$ cat config.mk
export PLATFORM = sky130hd
export DESIGN_NAME = seq_divider
export DESIGN_NICKNAME = d
export VERILOG_FILES = /design/src/rtl/seq_divider.sv
export SDC_FILE = /design/constraint.sdc
export NUM_CORES = 1
export LEC_CHECK = 0
export ABC_AREA = 1
export ABC_CLOCK_PERIOD_IN_PS = 2200
export CORE_MARGIN = 3
export CORE_UTILIZATION = 40
export CTS_BUF_LIST = sky130_fd_sc_hd__clkbuf_4 sky130_fd_sc_hd__clkbuf_8 sky130_fd_sc_hd__clkbuf_16
export DETAILED_ROUTE_END_ITERATION = 7
export SETUP_SLACK_MARGIN = 0.15
export SYNTH_ARGS = -nofsm -noshare
export SYNTH_HDL_FRONTEND = slang
export SYNTH_SLANG_ARGS = --single-unit
$ cat constraint.sdc
create_clock -name clk -period 2.2 [get_ports clk]
set_clock_uncertainty 0.05 [all_clocks]
set_input_delay 0.33 -clock clk [delete_from_list [all_inputs] [get_ports clk]]
set_output_delay 0.33 -clock clk [all_outputs]
set_load 0.02 [all_outputs]
$ cat src/rtl/seq_divider.sv
// seq_divider: multi-cycle unsigned restoring divider, one quotient bit per clock.
// Start/busy/done handshake; the divide-by-zero case completes in a single cycle.
`default_nettype none

module seq_divider #(
   parameter int WIDTH = 4
) (
   input  logic             clk,
   input  logic             rst,
   input  logic             start,
   input  logic [WIDTH-1:0] dividend,
   input  logic [WIDTH-1:0] divisor,
   output logic             busy,
   output logic             done,
   output logic [WIDTH-1:0] quotient,
   output logic [WIDTH-1:0] remainder,
   output logic             div_by_zero
);

   localparam int CW = $clog2(WIDTH);
   localparam logic [CW-1:0] LAST = CW'(WIDTH - 1);

   typedef enum logic [1:0] {
      IDLE = 2'd0,
      RUN  = 2'd1,
      DONE = 2'd2
   } state_t;

   state_t           state, state_nxt;
   logic             accept;
   logic [WIDTH:0]   rem_q;
   logic [WIDTH-1:0] quo_sh;
   logic [WIDTH-1:0] dvsr;
   logic [CW-1:0]    count;
   logic [WIDTH:0]   sub_s, sub_t, rem_nxt;
   logic [WIDTH-1:0] quo_nxt;
   logic             unused_rem_msb;

   // After every restoring step R < D, so the top bit of R is never consumed.
   assign unused_rem_msb = rem_q[WIDTH];

   always_comb begin
      sub_s = {rem_q[WIDTH-1:0], quo_sh[WIDTH-1]};
      sub_t = sub_s - {1'b0, dvsr};
      if (!sub_t[WIDTH]) begin
         rem_nxt = sub_t;
         quo_nxt = {quo_sh[WIDTH-2:0], 1'b1};
      end else begin
         rem_nxt = sub_s;
         quo_nxt = {quo_sh[WIDTH-2:0], 1'b0};
      end
   end

   always_comb begin
      state_nxt = state;
      accept    = 1'b0;
      case (state)
         IDLE, DONE: begin
            if (start) begin
               accept    = 1'b1;
               state_nxt = (divisor == '0) ? DONE : RUN;
            end else begin
               state_nxt = IDLE;
            end
         end
         RUN: begin
            if (count == LAST) state_nxt = DONE;
         end
         default: state_nxt = IDLE;
      endcase
   end

   assign busy = (state == RUN);
   assign done = (state == DONE);

   always_ff @(posedge clk) begin
      if (rst) state <= IDLE;
      else     state <= state_nxt;
   end

   always_ff @(posedge clk) begin
      if (rst) begin
         rem_q       <= '0;
         quo_sh      <= '0;
         dvsr        <= '0;
         count       <= '0;
         quotient    <= '0;
         remainder   <= '0;
         div_by_zero <= 1'b0;
      end else if (accept) begin
         rem_q  <= '0;
         quo_sh <= dividend;
         dvsr   <= divisor;
         count  <= '0;
         if (divisor == '0) begin
            quotient    <= '1;
            remainder   <= dividend;
            div_by_zero <= 1'b1;
         end
      end else if (state == RUN) begin
         rem_q  <= rem_nxt;
         quo_sh <= quo_nxt;
         count  <= count + CW'(1);
         if (count == LAST) begin
            quotient    <= quo_nxt;
            remainder   <= rem_nxt[WIDTH-1:0];
            div_by_zero <= 1'b0;
         end
      end
   end

endmodule

`default_nettype wire

==> summary.md <==
| Metric | Value |
|---|---|
| Number of flops mapped to enable cells by yosys | `0` |
| WS Path Type | `reg2out` |
| DR iter-0 viols | `40` |
| Yosys top cell area share | `37.8%` |
| Routed len/inst | `11.3 um` |
| Sequential element share of the synthesized area | `37.8%` |
| Final Cell Area | `1590 um2` |
| Setup TNS | `0 ps` |
| CTS Root Cell | `clkbuf_4` |
| Post-synthesis cell count | `185` |
| Clk Latency, worst-skew pair | `320 ps` |
| Die extent in y | `63.5 um` |
| Crit end category | `primary output` |
| Die Width | `63.5 um` |
| Slew margin rel. | `73.1%` |
| Synth cell count leaders | `nand2_1 (42), inv_1 (26), dfxtp_1 (25), a21oi_1 (21), nor2_1 (13)` |
| Largest stage delay on the critical path | `610 ps` |
| Pwr/cell area | `629 nW/um2` |
| Worst-margin pin slew | `404 ps` |
| Final setup viols | `0` |
| Synth-to-layout area growth | `20.2%` |
| Largest net degree at the start of global routing | `16` |
| Max Fclk | `541 MHz` |
| Top post-synthesis cells by area | `dfxtp_1 (38%), nand2_1 (12%), a21oi_1 (7.9%)` |
| # diodes | `0` |
| Max stage delay cell, worst path | `clkdlybuf4s50_1` |
| CTS clk-pin slew, worst paths | `150 ps` |
| Yosys cell types | `25` |
| Wirelength, routed | `2.83 mm` |
| Post-DP HPWL | `2.18 mm` |
| Vias per Instance | `4.78` |
| Top_reg_cell synth | `dfxtp_1` |
| Min Tclk post-route | `1850 ps` |
| Total gr overflow | `0` |
| Final-stage net count | `224` |
| First-pass GRT wire length | `5.13 mm` |
| Initial antenna violation count | `0` |
| Met2 usage | `24.9%` |
| Placed Instance Area | `1560 um2` |
| Final Max Tran Viols | `0` |
| Die ar. | `4030 um2` |
| Vias in the first global route | `1188` |
| Status | `completed` |
| Total number of vias | `1196` |
| Synth Warn # | `0` |
| # IOs | `22` |
| Crit-path max FO | `2` |
| Num CTS Buffers | `3` |
| #FFs+latches synth | `25` |
| DR DRC count | `0` |
| CTS tree | `built` |
| Post-synthesis async set-or-reset flop share | `0%` |
| Number of max-cap violations | `0` |
| Arr. time, crit path | `1470 ps` |
| Synthesized cell area | `1320 um2` |
| # Post-CTS Setup Buffers | `0` |
| Req. time, crit path | `1820 ps` |
| Final ANT Viol Nets | `0` |
| CP Launch Type | `flop` |
| Synth area leader | `dfxtp_1` |
| I/O Buffers | `21` |
| Core Region | `3100 um2` |
| Lkg Pwr | `0.721 nW` |
| M3 GR Usage | `3.92%` |
| Critical path cell sequence | `inv_1, nor2_1, clkdlybuf4s50_1` |
| Global route hottest layer | `met2` |
| Syn_area_per_cell | `7.15 um2` |
| # H-tree levels | `1` |
| CTS Buffer Depth | `2` |
| Gpl congestion | `0.799` |
| Most used standard cell by instance count after synthesis | `nand2_1` |
| Met1 usage | `20.9%` |
| Layout cells sized above 1 | `10.2%` |
| Hold crit path type | `reg2reg` |
| Initial core utilization | `42.6%` |
| Worst vdd ir | `0.000232 V` |
| Clock Sinks | `25` |
| Post-Syn Nets | `202` |
| # rows | `20` |
| RSZ-0062 raised after global routing | `false` |
| All-layer global routing usage | `15.8%` |
| Drt first pass iters | `4` |
| Tcrit/Tclk final | `84.1%` |
| Final Hold Fails | `0` |
worst paths after layout:
path	cells after the start	to	from	slack, ps
setup / recovery	3	done	state[1]$_SDFFE_PP0P_	350
setup reg to reg	11	remainder[3]$_SDFFE_PP0P_	quo_sh[3]$_SDFFE_PP0P_	430
hold reg to reg	2	count[1]$_SDFFE_PP0P_	count[1]$_SDFFE_PP0P_	430
hold / removal	2	count[1]$_SDFFE_PP0P_	count[1]$_SDFFE_PP0P_	430
metal layers:
layer  wire length (um)  part of all wire [%]  vias up
li1                   -                     -      633
met1               1410                    50      538
met2               1280                    45       20
met3                105                   3.7        5
met4                 38                   1.3        0
met5                  0                     0        -
area by class of cell:
type                    instances  area (um2)
flip-flops and latches         25         500
clock buffers                   3        22.5
clock inverters                 1        7.51
repair buffers                 23         225
well taps                      44        55.1
multi-input cells             126         674
fillers                       336        1510
inverters                      28         105
power breakdown:
group,total [W],internal [W],switching [W],leakage [nW]
clock network,0.000216,0.0000695,0.000147,0.0139
logic,0.000293,0.000116,0.000177,0.503
registers,0.000492,0.000477,0.0000146,0.204
total,0.00100,0.000662,0.000338,0.721
critical path, delay by kind of cell, from the launching register on:
| kind | cells | cell delay (ps) |
|---|---|---|
| buffers and inverters | 2 | 660 |
| DFF | 1 | 400 |
| and+or+nand+nor | 1 | 80 |
cell usage in the layout, fill, tap and decap left out, drive strengths merged:
master         count
nand2             48
inv               28
dfxtp             25
a21oi             21
clkdlybuf4s50     21
nor2              16
nand3             14
o21ai             13
ha                 5
a31oi              4
clkbuf             3
buf                2
or2                2
xnor2              1
o21a               1
fa                 1
clkinvlp           1
metrics by stage:
stage | utilization [%] | hold WS (ps) | total power [W] | setup WS [ps] | cells
after floorplan | - | 383 | 0.000719 | 515 | 185
after global placement | 50.2 | 404 | 0.000791 | 284 | 246
after detailed placement | 50.2 | 413 | 0.000794 | 316 | 246
after CTS | 51.2 | 433 | 0.00101 | 326 | 250
after global routing | 51.2 | 453 | 0.00108 | 223 | 250
final | 51.2 | 429 | 0.00100 | 351 | 250
sequential cells by signal, indices dropped and copies added, names as in the netlist:
| name | flops |
|---|---|
| dvsr | 4 |
| rem_q | 4 |
| quotient | 4 |
| remainder | 4 |
| quo_sh | 4 |
| state | 2 |
| count | 2 |
| div_by_zero | 1 |
timing repair:
action                     in CTS  in global routing
resized for setup               0                  1
setup endpoints to repair       0                  1
hold buffers                    0                  0
cell families (layout without fill, tap and decap cells):
kind of cell               count (synthesis)  count (layout)  share of synthesized area [%]
adders and majority gates                  6               6                           6.24
AOI/OAI and AO/OA                         39              39                           15.3
buffers and inverters                     34              55                           11.4
and+or+nand+nor                           80              80                           28.6
DFF                                       25              25                           37.8
xor gates and xnor gates                   1               1                          0.662
Power figures use the tool's default switching activity.
